File: config.mk
export PLATFORM = sky130hd
export DESIGN_NAME = div_unit_flat
export DESIGN_NICKNAME = d
export VERILOG_FILES = /design/src/rtl/div_unit_if.sv /design/src/rtl/div_unit.sv /design/src/flat_wrapper.sv
export SDC_FILE = /design/constraint.sdc
export NUM_CORES = 1
export LEC_CHECK = 0
export BUFFER_PORTS_ARGS = -buffer_cell sky130_fd_sc_hd__buf_4
export CORE_UTILIZATION = 48
export DETAILED_ROUTE_END_ITERATION = 7
export PLACE_DENSITY = 0.77
export SYNTH_ARGS = -nofsm -noshare
export SYNTH_HDL_FRONTEND = slang
export SYNTH_SLANG_ARGS = --single-unit
File: constraint.sdc
create_clock -name clk -period 5.44 [get_ports clk]
set_input_delay 0.544 -clock clk [delete_from_list [all_inputs] [get_ports clk]]
set_output_delay 0.544 -clock clk [all_outputs]
set_load 0.01 [all_outputs]
File: src/rtl/div_unit_if.sv
// Handshake and operand/result bundle between the control unit and div_unit.
interface div_unit_if #(
  parameter int unsigned WIDTH = 32
);
  logic             div_start;
  logic [WIDTH-1:0] dividend;
  logic [WIDTH-1:0] divisor;
  logic [WIDTH-1:0] hi;
  logic [WIDTH-1:0] lo;
  logic             div_zero;
  logic             div_done;
  logic             busy;

  modport master (
    output div_start, dividend, divisor,
    input  hi, lo, div_zero, div_done, busy
  );

  modport slave (
    input  div_start, dividend, divisor,
    output hi, lo, div_zero, div_done, busy
  );
endinterface

File: src/rtl/div_unit.sv
// Multicycle signed restoring divider: quotient to lo, remainder to hi,
// one magnitude step per cycle, divide-by-zero reported without touching hi/lo.
module div_unit #(
  parameter int unsigned WIDTH = 32
) (
  input  logic        clk,
  input  logic        reset,
  div_unit_if.slave   bus
);

  localparam int unsigned CNT_W = $clog2(WIDTH + 1);

  typedef enum logic [1:0] {
    IDLE = 2'd0,
    CALC = 2'd1,
    DONE = 2'd2,
    ZERO = 2'd3
  } state_e;

  state_e             state_q, state_d;
  logic [CNT_W-1:0]   cnt_q, cnt_d;
  logic [WIDTH:0]     rem_q, rem_d;
  logic [WIDTH-1:0]   quo_q, quo_d;
  logic [WIDTH-1:0]   dvsr_q, dvsr_d;
  logic               neg_quo_q, neg_quo_d;
  logic               neg_rem_q, neg_rem_d;
  logic [WIDTH-1:0]   hi_q, hi_d;
  logic [WIDTH-1:0]   lo_q, lo_d;
  logic               zero_q, zero_d;
  logic               done_q, done_d;
  logic               busy_q, busy_d;

  logic [WIDTH+1:0]   shifted;
  logic [WIDTH+1:0]   trial;
  logic               start_ok;

  assign start_ok = bus.div_start && (bus.divisor != '0);

  // State register
  always_ff @(posedge clk or posedge reset) begin
    if (reset) begin
      state_q <= IDLE;
    end else begin
      state_q <= state_d;
    end
  end

  // Next-state logic
  always_comb begin
    state_d = state_q;
    case (state_q)
      IDLE: begin
        if (bus.div_start) begin
          state_d = (bus.divisor == '0) ? ZERO : CALC;
        end
      end
      CALC: begin
        if (cnt_q == CNT_W'(1)) begin
          state_d = DONE;
        end
      end
      DONE:    state_d = IDLE;
      ZERO:    state_d = IDLE;
      default: state_d = IDLE;
    endcase
  end

  // Datapath and output next values
  always_comb begin
    cnt_d     = cnt_q;
    rem_d     = rem_q;
    quo_d     = quo_q;
    dvsr_d    = dvsr_q;
    neg_quo_d = neg_quo_q;
    neg_rem_d = neg_rem_q;
    hi_d      = hi_q;
    lo_d      = lo_q;
    zero_d    = 1'b0;
    done_d    = 1'b0;
    busy_d    = (state_d != IDLE);

    // Remainder is kept below the divisor, so one extra bit of headroom gives a true sign
    shifted = {rem_q, quo_q[WIDTH-1]};
    trial   = shifted - {2'b00, dvsr_q};

    case (state_q)
      IDLE: begin
        if (start_ok) begin
          quo_d     = bus.dividend[WIDTH-1] ? -bus.dividend : bus.dividend;
          dvsr_d    = bus.divisor[WIDTH-1]  ? -bus.divisor  : bus.divisor;
          neg_quo_d = bus.dividend[WIDTH-1] ^ bus.divisor[WIDTH-1];
          neg_rem_d = bus.dividend[WIDTH-1];
          rem_d     = '0;
          cnt_d     = CNT_W'(WIDTH);
        end
      end
      CALC: begin
        if (!trial[WIDTH+1]) begin
          rem_d = trial[WIDTH:0];
          quo_d = {quo_q[WIDTH-2:0], 1'b1};
        end else begin
          rem_d = shifted[WIDTH:0];
          quo_d = {quo_q[WIDTH-2:0], 1'b0};
        end
        cnt_d = cnt_q - CNT_W'(1);
      end
      DONE: begin
        lo_d   = neg_quo_q ? -quo_q : quo_q;
        hi_d   = neg_rem_q ? -rem_q[WIDTH-1:0] : rem_q[WIDTH-1:0];
        done_d = 1'b1;
      end
      ZERO: begin
        zero_d = 1'b1;
        done_d = 1'b1;
      end
      default: ;
    endcase
  end

  // Datapath and output registers
  always_ff @(posedge clk or posedge reset) begin
    if (reset) begin
      cnt_q     <= '0;
      rem_q     <= '0;
      quo_q     <= '0;
      dvsr_q    <= '0;
      neg_quo_q <= 1'b0;
      neg_rem_q <= 1'b0;
      hi_q      <= '0;
      lo_q      <= '0;
      zero_q    <= 1'b0;
      done_q    <= 1'b0;
      busy_q    <= 1'b0;
    end else begin
      cnt_q     <= cnt_d;
      rem_q     <= rem_d;
      quo_q     <= quo_d;
      dvsr_q    <= dvsr_d;
      neg_quo_q <= neg_quo_d;
      neg_rem_q <= neg_rem_d;
      hi_q      <= hi_d;
      lo_q      <= lo_d;
      zero_q    <= zero_d;
      done_q    <= done_d;
      busy_q    <= busy_d;
    end
  end

  assign bus.hi       = hi_q;
  assign bus.lo       = lo_q;
  assign bus.div_zero = zero_q;
  assign bus.div_done = done_q;
  assign bus.busy     = busy_q;

endmodule

File: src/flat_wrapper.sv
// flat-port wrapper written by rule: the top's interface ports become plain ports
module div_unit_flat 
#(
  parameter int unsigned WIDTH = 32
)
  (clk, reset, bus_div_start, bus_dividend, bus_divisor, bus_hi, bus_lo, bus_div_zero, bus_div_done, bus_busy);
  div_unit_if #(.WIDTH(WIDTH)) bus_i ();
  input  logic clk;
  input  logic reset;
  input wire logic [$bits(bus_i.div_start)-1:0] bus_div_start;
  input wire logic [$bits(bus_i.dividend)-1:0] bus_dividend;
  input wire logic [$bits(bus_i.divisor)-1:0] bus_divisor;
  output wire logic [$bits(bus_i.hi)-1:0] bus_hi;
  output wire logic [$bits(bus_i.lo)-1:0] bus_lo;
  output wire logic [$bits(bus_i.div_zero)-1:0] bus_div_zero;
  output wire logic [$bits(bus_i.div_done)-1:0] bus_div_done;
  output wire logic [$bits(bus_i.busy)-1:0] bus_busy;
  assign bus_i.div_start = bus_div_start;
  assign bus_i.dividend = bus_dividend;
  assign bus_i.divisor = bus_divisor;
  assign bus_hi = bus_i.hi;
  assign bus_lo = bus_i.lo;
  assign bus_div_zero = bus_i.div_zero;
  assign bus_div_done = bus_i.div_done;
  assign bus_busy = bus_i.busy;
  div_unit #(.WIDTH(WIDTH)) u_core (.clk(clk), .reset(reset), .bus(bus_i));
endmodule
==> results.txt <==
The largest stage delay on the critical path came out at ~720 ps. The total area inside the core boundary comes to 22700 um^2. The tree is rooted in a sky130_fd_sc_hd__clkbuf_16. ~130 I/O pins were placed. The number of global-route vias before repair is 8857. The critical register-to-register path endpoint is u_core.rem_q[0]$_DFFE_PP0P_. The signal on the critical path passes through ha_1, o2111ai_1, a2111oi_0, nor4_1, o21ai_0, a31oi_1, nand3_2, buf_4, mux2_2, o21ai_0. The most used flip-flop cell after synthesis is sky130_fd_sc_hd__dfrtp_1. The transition time at the pin with the least slew margin is 1000 ps. The buffers inserted during post-CTS setup optimization came out at 0. The vias per cell is around 5.7. The number of remaining DRC errors came out at 0.

The tool flagged a number of max-cap violations equal to 0. At the end of routability-driven placement, the weighted congestion stood at 0.896. In the final layout, the multi-input gates occupy 6200 um^2. The worst hold path class is primary input to asynchronous set/reset pin.

Wires add up to 26.4 mm. The worst register-to-register path begins at u_core.rem_q[2]$_DFFE_PP0P_. The worst supply voltage drop on vdd is around 0.00044 V. The critical path required time came out at 5780 ps. The total instance count after detailed placement is about 1600. The area of the mapped netlist is 11100 um^2.

The share of synthesized flip-flops with an asynchronous set or reset came out at 1.00. The post-synth net total is 1371. The clock network power share is 0.148. The fraction of the cycle the final worst path needs came out at 0.710. The max-slew violation total from the final report was 0. The TritonCTS clock tree is done. The first global-routing pass estimated 44.2 mm of wire. The quantity of gates resized following cts is 0.

The maximum level of the CTS H-tree came out at 4. The critical path starts at u_core.rem_q[2]$_DFFE_PP0P_. In this design, the critical path's most frequently occurring cell is sky130_fd_sc_hd__o21ai_0.

The cell area power density came out at around 660 nW/um^2. The completed layout was analyzed and its total power is between 8 and 9 mW. Counting every sink on the clock net gives 174. The initial core utilization came out at 0.490. In the global route stage, overall resource usage came out at 0.230. Of the total power, registers draw 0.292. On the final layout, the worst clock skew is 11.4 ps. The overall die height is 154 um. The area overhead of the layout relative to synthesis is 15.8%. The detailed router finished its first iteration with 859 violations. The remaining antenna violation count after routing came out at 0. The clock-pin slew on the worst setup and hold paths came out at roughly 70 ps. The number of enable flip-flop cells after synthesis came out at 0. The count of yosys warnings during synthesis came out at 0. Of the total power, the share spent switching nets is 0.449. On the critical path, the stage with the largest delay is an instance of sky130_fd_sc_hd__a2111oi_0. The worst setup path is captured at a flip-flop. After layout, the minimum clock period comes to between 3000 and 4000 ps. The final cell count without fillers came out at 1655. The worst-case register-to-register setup slack came out at 1580 ps. The area of the die is 23800 um^2. After synthesis, the mean cell area works out to 8.79 um^2. The run finished with clean final reports. The worst-case headroom to the max-slew limit came out at 0.332.

The detailed-routing iteration count for the pre-antenna-repair pass came out at 6. The proportion of power drawn by combinational gates is 0.560. The initial antenna violation count is 0. The data arrival time of the worst path came out at 4200 ps.

The die extent in x is 154 um. Registers take 4350 um^2. The number of buffers on the longest clock path came out at 2.

In this run the worst setup path terminates at u_core.rem_q[0]$_DFFE_PP0P_. The mean routed wirelength per cell came out at 16.0 um. The TritonCTS buffer count is 17. The number of fill cells in the layout is between 2000 and 2500. The final-report hold violation count is 0. The post-route setup TNS is 0 ps. Summed over all nets, the half-perimeter wirelength after detailed placement is 19.3 mm. Counting every instance in the synthesized netlist gives 1265.

The share of layout cells above drive strength 1 is 0.148. The length in cells of the worst reg-to-reg path came out at 10. The total via count in the routed design is 9361. For this run, the share of the core covered by cells in the final layout is 0.567. The portion of the post-synthesis area used by sequential elements came out at 0.392. The biggest fanout along the worst timing path came out at 34. The count of standard-cell rows is 55. Summed over all nets, the switching power comes to 3.83 mW. The maximum clock frequency came out at between 0.2 and 0.3 GHz. Synthesis inferred 174 register bits. The critical path is of the flip-flop to flip-flop type.

The kind of launch point of the worst setup path is a flip-flop. Setup repair after global routing left no endpoint under its margin. Buffers inserted to repair hold after CTS numbered 0. The total internal power came out at 4.70 mW. The latest clock arrival within the worst-skew pair came out at 430 ps. Entering global routing, the biggest net connects 116 pins. The number of different library cells in the post-synthesis netlist came out at 71. The final net count came out at 1463. Summed over all cells, the static leakage comes to 5.86 nW.

The setup violation total in the final timing report is 0. The count of buffers added on input and output ports is 133. The total congestion overflow after global routing came out at 0. The diode insertion count for antenna repair is 0.
state kept, by name, summed over array words and instances, names as in the netlist:
name / cells
u_core.neg_quo_q: 1
u_core.bus.div_done: 1
u_core.rem_q: 33
u_core.neg_rem_q: 1
u_core.state_q: 2
u_core.dvsr_q: 32
u_core.bus.busy: 1
u_core.quo_q: 32
u_core.bus.lo: 32
u_core.cnt_q: 6
u_core.bus.hi: 32
u_core.bus.div_zero: 1
stage by stage:
step / setup WS [ps] / cell area (um^2) / hold slack (ps)
floorplan: 179 / 11100 / 450
global placement: 1580 / 12300 / 463
detailed placement: 1510 / 12300 / 470
global route: 1330 / 12900 / 131
CTS: 1590 / 12900 / 125
finish: 1580 / 12900 / 110
Yosys cell counts (all sizes together) (2+ instances only):
| master | number | area [um^2] |
|---|---|---|
| nor4 | 9 | 56.3 |
| mux2i | 31 | 310 |
| or3 | 16 | 113 |
| o311a | 2 | 20.0 |
| and2 | 7 | 43.8 |
| o21ai | 195 | 980 |
| ha | 38 | 475 |
| nand2b | 14 | 87.6 |
| a311oi | 2 | 17.5 |
| a21boi | 4 | 30.0 |
| a31oi | 3 | 18.8 |
| nor3b | 3 | 27.5 |
| o21a | 5 | 37.5 |
| o31ai | 33 | 248 |
| mux2 | 2 | 22.5 |
| or4 | 17 | 154 |
| a2111oi | 2 | 17.5 |
| buf | 20 | 113 |
| inv | 75 | 282 |
| o2111ai | 2 | 17.5 |
| a222oi | 19 | 190 |
| o221ai | 2 | 17.5 |
| a211oi | 6 | 45.0 |
| xnor2 | 62 | 543 |
| or2 | 8 | 50.1 |
| a21o | 14 | 105 |
| and3 | 6 | 37.5 |
| a21oi | 40 | 200 |
| a32oi | 4 | 35.0 |
| nor3 | 13 | 65.1 |
| dfrtp | 174 | 4350 |
| o41ai | 16 | 159 |
| nand4 | 8 | 50.1 |
| nand2 | 183 | 687 |
| nor2 | 38 | 143 |
| nor4b | 3 | 32.5 |
| a311o | 2 | 20.0 |
| nand3 | 21 | 105 |
| xor2 | 87 | 762 |
| a22oi | 10 | 75.1 |
| o21bai | 2 | 15.0 |
| clkbuf | 46 | 173 |
| nor2b | 6 | 37.5 |
worst min-delay path by stage:
stage | end | slack (ps) | cells after the start
2_1_floorplan | u_core.dvsr_q[13]$_DFFE_PP0P_ | 450 | 2
3_3_place_gp | u_core.dvsr_q[20]$_DFFE_PP0P_ | 460 | 2
3_5_place_dp | u_core.dvsr_q[30]$_DFFE_PP0P_ | 470 | 2
4_1_cts | u_core.bus.lo[19]$_DFFE_PP0P_ | 120 | 2
5_1_grt | u_core.bus.lo[19]$_DFFE_PP0P_ | 130 | 2
6_report | u_core.bus.lo[19]$_DFFE_PP0P_ | 110 | 2
worst max-delay path: cells and delay by family (launching register included):
| family | cells | cell delay, ps |
|---|---|---|
| buffers and inverters | 1 | 450 |
| AOI/OAI and AO/OA | 5 | 1660 |
| and+or+nand+nor | 2 | 350 |
| adders and majority gates | 1 | 430 |
| muxes | 1 | 390 |
| DFF | 1 | 470 |
cells by family after synthesis:
family / synth area share
compound gates: 0.208
fa+ha+maj: 0.0446
simple gates: 0.156
flops: 0.392
mux: 0.0299
buf+inv: 0.0529
xor+xnor: 0.117
layout by cell type (no fill, tap or decap), types with 4 or more instances in the layout:
cell / netlist / final
sky130_fd_sc_hd__a21boi_0: 4 / 4
sky130_fd_sc_hd__or4_4: 7 / 7
sky130_fd_sc_hd__nand2b_1: 14 / 13
sky130_fd_sc_hd__mux2i_1: 31 / 31
sky130_fd_sc_hd__nor2_1: 38 / 38
sky130_fd_sc_hd__buf_4: 2 / 141
sky130_fd_sc_hd__o21a_1: 5 / 5
sky130_fd_sc_hd__a211oi_1: 6 / 6
sky130_fd_sc_hd__xnor2_1: 62 / 62
sky130_fd_sc_hd__or2_2: 6 / 6
sky130_fd_sc_hd__o21ai_1: 6 / 6
sky130_fd_sc_hd__a32oi_1: 4 / 4
sky130_fd_sc_hd__a21o_1: 14 / 14
sky130_fd_sc_hd__nor2b_1: 6 / 5
sky130_fd_sc_hd__nand4_1: 8 / 8
sky130_fd_sc_hd__and3_1: 6 / 6
sky130_fd_sc_hd__inv_1: 75 / 74
sky130_fd_sc_hd__dfrtp_1: 174 / 174
sky130_fd_sc_hd__and2_1: 7 / 6
sky130_fd_sc_hd__or3_1: 12 / 12
sky130_fd_sc_hd__ha_1: 38 / 38
sky130_fd_sc_hd__o21ai_0: 188 / 188
sky130_fd_sc_hd__o31ai_1: 33 / 33
sky130_fd_sc_hd__or4_1: 10 / 10
sky130_fd_sc_hd__nand3_1: 21 / 20
sky130_fd_sc_hd__xor2_1: 87 / 87
sky130_fd_sc_hd__a222oi_1: 19 / 19
sky130_fd_sc_hd__a22oi_1: 10 / 10
sky130_fd_sc_hd__a21oi_1: 40 / 40
sky130_fd_sc_hd__nor4_1: 9 / 9
sky130_fd_sc_hd__clkbuf_16: 0 / 17
sky130_fd_sc_hd__nand2_1: 183 / 182
sky130_fd_sc_hd__o41ai_1: 15 / 15
sky130_fd_sc_hd__nor3_1: 13 / 13
final cells by class:
| class | count | area share |
|---|---|---|
| timing repair buffer | 141 | 0.0822 |
| clock buffer | 19 | 0.0336 |
| sequential | 174 | 0.338 |
| multi-input combinational | 948 | 0.482 |
| clock inverter | 13 | 0.0139 |
| tap | 285 | 0.0277 |
| inverter | 75 | 0.0223 |
power by group through the flow:
stage,combinational (mW),sequential (mW),clock [mW]
final,4.78,2.49,1.27
after detailed placement,4.72,2.49,0
after CTS,4.76,2.47,1.29
after global routing,5.35,2.57,1.35
after global placement,4.62,2.46,0
after floorplan,3.66,2.32,0
per-layer routing:
layer	vias to the layer above	part of all wire	routed length [um]	GRT usage
li1	4666	-	-	-
met2	266	0.44	11600	0.347
met5	-	0	0	0
met4	0	0.016	431	0.0657
met1	4400	0.49	12900	0.340
met3	29	0.055	1450	0.0336
No activity file was read; power rests on OpenSTA's default activity.
